==> config.mk <==
export PLATFORM = sky130hd
export DESIGN_NAME = animation_ladder_ctl_flat
export DESIGN_NICKNAME = d
export VERILOG_FILES = /design/src/rtl/animation_pkg.sv /design/src/rtl/vga_if.sv /design/src/rtl/edge_detect.sv /design/src/rtl/animation_ladder_ctl.sv /design/src/flat_wrapper.sv
export SDC_FILE = /design/constraint.sdc
export NUM_CORES = 1
export LEC_CHECK = 0
export ABC_AREA = 1
export CAP_MARGIN = 10
export CORE_ASPECT_RATIO = 1.5
export CORE_MARGIN = 2
export CORE_UTILIZATION = 51
export CTS_BUF_LIST = sky130_fd_sc_hd__clkbuf_8
export CTS_CLUSTER_DIAMETER = 120
export DETAILED_ROUTE_END_ITERATION = 6
export GPL_TIMING_DRIVEN = 1
export PLACE_DENSITY = 0.86
export SYNTH_ARGS = -nofsm -noshare
export SYNTH_HDL_FRONTEND = slang
export SYNTH_SLANG_ARGS = --single-unit
==> constraint.sdc <==
create_clock -name clk -period 2.55 [get_ports clk]
set_input_delay 0.255 -clock clk [delete_from_list [all_inputs] [get_ports clk]]
set_output_delay 0.255 -clock clk [all_outputs]
set_load 0.005 [all_outputs]
==> src/rtl/animation_pkg.sv <==
// Shared constants and state type for the ladder reveal animation.
package animation_pkg;

  localparam int unsigned ANIM_FRAMES_PER_STEP = 8;
  localparam logic [3:0]  ANIM_LADDER_START    = 4'd15;

  typedef enum logic [1:0] {IDLE, RUN, DONE} anim_state_t;

endpackage

==> src/rtl/vga_if.sv <==
// VGA timing bundle passed between pipeline stages.
interface vga_if;

  logic [10:0] hcount;
  logic [10:0] vcount;
  logic        hsync;
  logic        vsync;
  logic        hblnk;
  logic        vblnk;

  modport in  (input  hcount, vcount, hsync, vsync, hblnk, vblnk);
  modport out (output hcount, vcount, hsync, vsync, hblnk, vblnk);

endinterface

==> src/rtl/edge_detect.sv <==
// Rising-edge detector with a configurable reset level for the delayed copy.
module edge_detect #(
  parameter bit RESET_LEVEL = 1'b0
) (
  input  logic clk,
  input  logic rst,
  input  logic i_sig,
  output logic o_rise
);

  logic r_sig;

  // Resetting to 1 suppresses a false edge when the input is already high.
  always_ff @(posedge clk or posedge rst) begin
    if (rst) begin
      r_sig <= RESET_LEVEL;
    end else begin
      r_sig <= i_sig;
    end
  end

  assign o_rise = i_sig & ~r_sig;

endmodule

==> src/rtl/animation_ladder_ctl.sv <==
// Ladder reveal sequencer: counts vblank frames and steps the hidden-row count
// down until all ladders are drawn, then pulses done.
module animation_ladder_ctl
  import animation_pkg::*;
#(
  parameter int unsigned FRAMES_PER_STEP = ANIM_FRAMES_PER_STEP,
  parameter int unsigned START_COUNT     = ANIM_LADDER_START
) (
  input  logic       clk,
  input  logic       rst,
  input  logic       game_en,
  vga_if.in          in,
  output logic       animation,
  output logic [3:0] counter,
  output logic       done
);

  localparam logic [3:0] START_CNT = 4'(START_COUNT);
  localparam logic [7:0] STEP_CNT  = 8'(FRAMES_PER_STEP);

  anim_state_t r_state, w_state_d;
  logic [7:0]  r_frame_cnt, w_frame_cnt_d;
  logic [7:0]  w_frame_inc;
  logic [3:0]  r_counter, w_counter_d;
  logic        r_anim, w_anim_d;
  logic        r_done, w_done_d;
  logic        w_tick;

  edge_detect #(
    .RESET_LEVEL(1'b1)
  ) u_vblnk_edge (
    .clk   (clk),
    .rst   (rst),
    .i_sig (in.vblnk),
    .o_rise(w_tick)
  );

  always_ff @(posedge clk or posedge rst) begin
    if (rst) begin
      r_state     <= IDLE;
      r_frame_cnt <= '0;
      r_counter   <= START_CNT;
      r_anim      <= 1'b0;
      r_done      <= 1'b0;
    end else begin
      r_state     <= w_state_d;
      r_frame_cnt <= w_frame_cnt_d;
      r_counter   <= w_counter_d;
      r_anim      <= w_anim_d;
      r_done      <= w_done_d;
    end
  end

  always_comb begin
    w_state_d     = r_state;
    w_frame_cnt_d = r_frame_cnt;
    w_counter_d   = r_counter;
    w_anim_d      = r_anim;
    w_done_d      = 1'b0;
    w_frame_inc   = r_frame_cnt + 8'd1;

    unique case (r_state)
      IDLE: begin
        w_anim_d      = 1'b0;
        w_counter_d   = START_CNT;
        w_frame_cnt_d = '0;
        if (game_en) begin
          w_state_d = RUN;
          w_anim_d  = 1'b1;
        end
      end

      RUN: begin
        // Abort takes priority over a coincident step tick.
        if (!game_en) begin
          w_state_d     = IDLE;
          w_anim_d      = 1'b0;
          w_counter_d   = START_CNT;
          w_frame_cnt_d = '0;
        end else if (w_tick) begin
          if (w_frame_inc == STEP_CNT) begin
            w_frame_cnt_d = '0;
            if (r_counter != 4'd0) begin
              w_counter_d = r_counter - 4'd1;
            end else begin
              w_state_d = DONE;
              w_anim_d  = 1'b0;
              w_done_d  = 1'b1;
            end
          end else begin
            w_frame_cnt_d = w_frame_inc;
          end
        end
      end

      DONE: begin
        w_anim_d      = 1'b0;
        w_counter_d   = 4'd0;
        w_frame_cnt_d = '0;
        if (!game_en) begin
          w_state_d   = IDLE;
          w_counter_d = START_CNT;
        end
      end

      default: begin
        w_state_d     = IDLE;
        w_anim_d      = 1'b0;
        w_counter_d   = START_CNT;
        w_frame_cnt_d = '0;
      end
    endcase
  end

  assign animation = r_anim;
  assign counter   = r_counter;
  assign done      = r_done;

endmodule

==> src/flat_wrapper.sv <==
// flat-port wrapper written by rule: the top's interface ports become plain ports
module animation_ladder_ctl_flat import animation_pkg::*;
#(
  parameter int unsigned FRAMES_PER_STEP = ANIM_FRAMES_PER_STEP,
  parameter int unsigned START_COUNT     = ANIM_LADDER_START
)
  (clk, rst, game_en, animation, counter, done, in_hcount, in_vcount, in_hsync, in_vsync, in_hblnk, in_vblnk);
  vga_if in_i ();
  input  logic clk;
  input  logic rst;
  input  logic game_en;
  output logic animation;
  output logic [3:0] counter;
  output logic done;
  input wire logic [$bits(in_i.hcount)-1:0] in_hcount;
  input wire logic [$bits(in_i.vcount)-1:0] in_vcount;
  input wire logic [$bits(in_i.hsync)-1:0] in_hsync;
  input wire logic [$bits(in_i.vsync)-1:0] in_vsync;
  input wire logic [$bits(in_i.hblnk)-1:0] in_hblnk;
  input wire logic [$bits(in_i.vblnk)-1:0] in_vblnk;
  assign in_i.hcount = in_hcount;
  assign in_i.vcount = in_vcount;
  assign in_i.hsync = in_hsync;
  assign in_i.vsync = in_vsync;
  assign in_i.hblnk = in_hblnk;
  assign in_i.vblnk = in_vblnk;
  animation_ladder_ctl #(.FRAMES_PER_STEP(FRAMES_PER_STEP), .START_COUNT(START_COUNT)) u_core (.clk(clk), .rst(rst), .game_en(game_en), .in(in_i), .animation(animation), .counter(counter), .done(done));
endmodule
**Word level (Yosys, flattened, before mapping)**

Index checks and enable logic that the tools add are counted.

- Input bits: 29
- Flip-flop bits (word level): 17
- Logic and storage cells: 52
- Output and inout port bits: 6

- Reductions and logical operators: 5
- Equality and inequality tests: 9
- Add/subtract/negate cells: 2
- Bitwise logic cells: 2
- Mux-type cells: 28

Operators with widths:

| operator | number |
|---|---|
| 2-to-1 mux 8 bit | 4 |
| 2-to-1 mux 4 bit | 5 |
| 2-to-1 mux 2 bit | 6 |
| 2-to-1 mux 1 bit | 10 |
| adder 8 x 1 -> 8 bit, second input constant | 1 |
| equality test 8 x 4 -> 1 bit, second input constant | 1 |
| case mux 4 bit (2 select lines) | 1 |
| inequality test 3 x 2 -> 1 bit, second input constant | 2 |
| inequality test 3 bit, second input constant | 2 |
| case mux 2 bit (3 select lines) | 1 |
| AND reduction 3 bit | 2 |
| AND reduction 5 bit | 1 |
| inequality test 2 bit, second input constant | 2 |
| nonzero test 4 bit | 1 |
| subtractor 4 x 1 -> 4 bit, second input constant | 1 |
| equality test 2 x 1 -> 1 bit, second input constant | 1 |
| equality test 2 bit, second input constant | 1 |
| logical NOT 2 bit | 1 |
| case mux 1 bit (2 select lines) | 1 |
| bitwise AND 1 bit | 1 |
| NOT 1 bit | 1 |

**Depth between registers and ports, before layout**

- Depth after elaboration: 6
- Gate-level depth with buffers: 11
- Mapped depth without buffers: 11

**Hierarchy**

A second synthesis with hierarchy kept.

- Cell total of the unflattened synthesis: 138
- Area, all modules: 1059.8 um^2

Modules (own cells, without submodules):

| module | instances | sequential area each (um^2) | cells each | area an instance (um^2) |
|---|---|---|---|---|
| animation_ladder_ctl | 1 | 405.4 | 134 | 1019.7 |
| edge_detect | 1 | 26.3 | 4 | 40.0 |

**Worst setup path before layout**

Ideal clock, no wire load.

- Path kind: register to register
- Start: register u_core.r_frame_cnt[0]
- End: register u_core.r_state[0]
- Path buffers: 0
- Data required time: 2.433 ns
- Period minus slack after synthesis: 1.483 ns
- Library setup time: 0.117 ns
- Path slack: 1.067 ns
- Cell stages (with the launch flop): 12
- Data arrival time: 1.366 ns
- Cell sequence: dfrtp_1 -> ha_1 -> nand2_1 -> nor2_1 -> nand2_1 -> nand2_1 -> nor2_2 -> nand4_2 -> nand2_2 -> nand2_1 -> nand2_1 -> nand2_1

- Longest elaborated chain between the ends: 4

Ends and longest elaborated chain:

| item | line | RTL |
|---|---|---|
| start: declaration | animation_ladder_ctl.sv:22 | `logic [7:0] r_frame_cnt, w_frame_cnt_d;` |
| start signal: assignment | animation_ladder_ctl.sv:47 | `r_frame_cnt <= w_frame_cnt_d;` |
| adder 8 x 1 -> 8 bit | animation_ladder_ctl.sv:60 | `w_frame_inc = r_frame_cnt + 8'd1;` |
| equality test 8 x 4 -> 1 bit | animation_ladder_ctl.sv:81 | `if (w_frame_inc == STEP_CNT) begin` |
| inequality test 3 x 2 -> 1 bit (no line) | - |  |
| AND reduction 5 bit (no line) | - |  |
| end signal: assignment | animation_ladder_ctl.sv:46 | `r_state <= w_state_d;` |
| end: declaration | animation_ladder_ctl.sv:21 | `anim_state_t r_state, w_state_d;` |

No other way between the ends.
A chain may end at the register's enable or synchronous reset.

**Worst setup path in the final report**

- Start: register u_core.r_state[1]
- End: register u_core.r_counter[1], in the netlist u_core.counter[1]

- Longest elaborated chain between the ends: 3
- Elaborated cells on any way between the ends: 7
- Classes of those cells: 5 x eq/ne; 1 x mux; 1 x reduce/logical

Ends and longest elaborated chain:

| item | line | RTL |
|---|---|---|
| equality test 2 x 1 -> 1 bit | animation_ladder_ctl.sv:62 | `unique case (r_state)` |
| inequality test 3 x 2 -> 1 bit (no line) / inequality test 3 bit (equally long branches) | - |  |
| AND reduction 3 bit (no line) | - |  |
| end signal: assignment | animation_ladder_ctl.sv:48 | `r_counter <= w_counter_d;` |
| end: declaration | animation_ladder_ctl.sv:24 | `logic [3:0] r_counter, w_counter_d;` |

Parallel ways exist; a longest one is shown, timed or not.

==> out/results.ini <==
[finish]
diodes = 0
area_growth_pct = 14.65
drive_above_1_share = 0.2000
fin_nets = 185
final_util = 0.6163

[place]
gp_congestion = 0.8026
dp_slack_ns = 0.6435
dpl.hpwl_um = 1703
port_buffers = 9

[sta]
worst_slew_pin_slew_ns = 0.6589
fin_skew_ns = 0.006148
min_period_over_period = 0.7097
relSlewSlack = 0.5603
maxSlewViolCount = 0
rsz0062_at_grt = no
period_needed_ns = 1.810
max_freq_mhz = 552.5
hold_violations = 0
setup_tns_ns = 0
setup_viol = 0
setup_ws_ns = 0.7402

[clocking]
root_buffer = clkbuf_8
clk_pin_slew_ns = 0.06
cts_tree = built
hold_buffers = 0
post_cts_buffers = 0
cts_resized = 0
ctsLongestPathBuffers = 2
clkLatencyLatePin_ns = 0.26
cts_sinks = 17
numCtsBuffers = 3
htreeDepth = 1

[grt]
antenna_found_initial = 0
track_usage = 0.2091
grt_pass1_vias = 979
grt_pass1_wl_um = 3898
grt-ovfl-total = 0
grt_max_degree = 18

[yosys]
yosysMostFrequentCell = nand2_1
synth-edff-count = 0
synthTopCellsByArea = dfrtp_1 (28%), dfstp_2 (12%), nand2_1 (9.1%), inv_1 (8.4%), nand3_1 (6.5%)
seq_area_frac_synth = 0.4012
syn_avg_cell_area_sq_um = 7.797
ys_warn_count = 0
async_flop_share = 1.000
ys_top_cells_by_count = nand2_1 (26), inv_1 (24), nand3_1 (14)
netlist_area_sq_um = 1076
synthFlopType = dfrtp_1
syn-instance-count = 138
synth_top_area_cell = dfrtp_1
yosysTopAreaCellShare = 0.2791
synth-seq-cells = 17
yosysUniqueCellTypes = 24
syn_nets = 172

[floorplanning]
die_x_um = 41.51
row_count = 20
fp.coreArea_sq_um = 2002
initial_utilization = 0.5375
dieHeight_um = 60.26
die-area_sq_um = 2501
ios = 35

[worst_setup_path]
cp.required_ns = 2.74
slowest_stage = dfrtp_1
timing.rr.end = u_core.counter[1]
r2r_start = u_core.r_state[1]
arrival_ns = 2.00
cp_cell_sequence = inv_1, ha_1, nand2_2, inv_2, nand2_1, o21ai_1, inv_1, nand2_4, nand2_2, o21ai_2
crit_family = simple AND/OR/NAND/NOR gates
cp_max_fo = 8
crit_path_start_kind = flop
r2r_cells = 10
path_buf_inv = 3
timing_worst_setup_path_type = reg -> reg
slowest_delay_ns = 0.40
cp-end-kind = flop
r2r_slack_ns = 0.74

[routing]
vias = 930
vias_per_cell = 5.407
drcViolationCount = 0
routed_wl_um = 2192
dr.first_iter.drc_count = 31
detail-route-antenna-nets = 0
wl_per_cell_um = 12.74
drt_first_pass_iters = 4

[run]
cap_violations = 0

[pwr]
p_clk_frac = 0.192
p_int_uw = 642.3
swShare = 0.3746
total_power_uw = 1027
p_seq_frac = 0.393
ir_drop_mv = 0.5901
p_leak_uw = 0.0005942
p_sw_uw = 384.8
comb_power_share = 0.415
power.density_nw_per_um2 = 832.5

[status]
outcome = finished clean

[min_path]
hold_class = in -> async

## cell type report
type | count | area [sq um]
clock buffers | 3 | 41.29
inverters | 25 | 93.84
multi-input cells | 95 | 545.5
clock inverters | 1 | 3.754
well taps | 22 | 27.53
fillers | 175 | 768.2
flip-flops and latches | 17 | 431.7
repair buffers | 9 | 90.09
## cells by family (layout without fill, tap and decap cells)
| logic type | after synthesis | count (layout) | share of synthesized area |
|---|---|---|---|
| AOI/OAI and AO/OA | 20 | 20 | 0.1163 |
| adders and majority gates | 5 | 5 | 0.05814 |
| buffers and inverters | 26 | 38 | 0.09186 |
| DFF | 17 | 17 | 0.4012 |
| muxes | 1 | 1 | 0.009303 |
| and+or+nand+nor | 69 | 69 | 0.3233 |
## worst max-delay path by stage
stage	depth (start not counted)	endpoint	startpoint	slack (ns)
floorplan	11	u_core.r_state[0]	u_core.r_frame_cnt[0]	1.07
global placement	9	u_core.counter[3]	game_en	0.69
detailed placement	9	u_core.counter[1]	game_en	0.64
CTS	10	u_core.counter[1]	u_core.r_state[1]	0.73
global route	10	u_core.counter[1]	u_core.r_state[1]	0.62
finish	10	u_core.counter[1]	u_core.r_state[1]	0.74
## flip-flops by register name, summed over array words and instances, names as in the netlist
name,flops
u_core.animation,1
u_core.u_vblnk_edge.r_sig,1
u_core.counter,4
u_core.r_state,2
u_core.done,1
u_core.r_frame_cnt,8
## power groups by stage
stage                     registers, uW  clock network (uW)  logic, uW
final                               404                 197        426
after global routing                411                 214        483
after CTS                           403                 198        431
after detailed placement            408                   0        426
after global placement              406                   0        405
after floorplan                     402                   0        282
## placed cells by master, fill, tap and decap left out
master,instances
a21oi_1,4
clkbuf_8,3
clkdlybuf4s50_1,9
dfrtp_1,12
dfstp_2,5
ha_1,5
inv_1,25
inv_2,1
mux2i_1,1
nand2_1,26
nand2_2,9
nand2_4,1
nand3_1,14
nand3_2,2
nand4_1,2
nand4_2,1
nor2_1,10
nor2_2,3
nor2_4,1
o21ai_0,5
o21ai_1,2
o21ai_2,4
o21bai_1,1
o22ai_1,2
o31ai_1,2
## metrics by stage
stage / instance area, sq um / std cells / hold WS, ns
after floorplan: 1076 / 138 / 0.1774
after global placement: 1189 / 168 / 0.4838
after detailed placement: 1189 / 168 / 0.4916
after CTS: 1234 / 172 / 0.4066
after global routing: 1234 / 172 / 0.4445
final: 1234 / 172 / 0.3879
## layer usage
metal,up-vias,share of wire,track usage,wire length (um)
met5,-,0,0,0
li1,462,-,-,-
met1,426,0.35,0.1874,769
met3,12,0.034,0.03021,74
met2,30,0.57,0.4196,1258
met4,0,0.041,0.1429,90
Power figures use the tool's default switching activity.
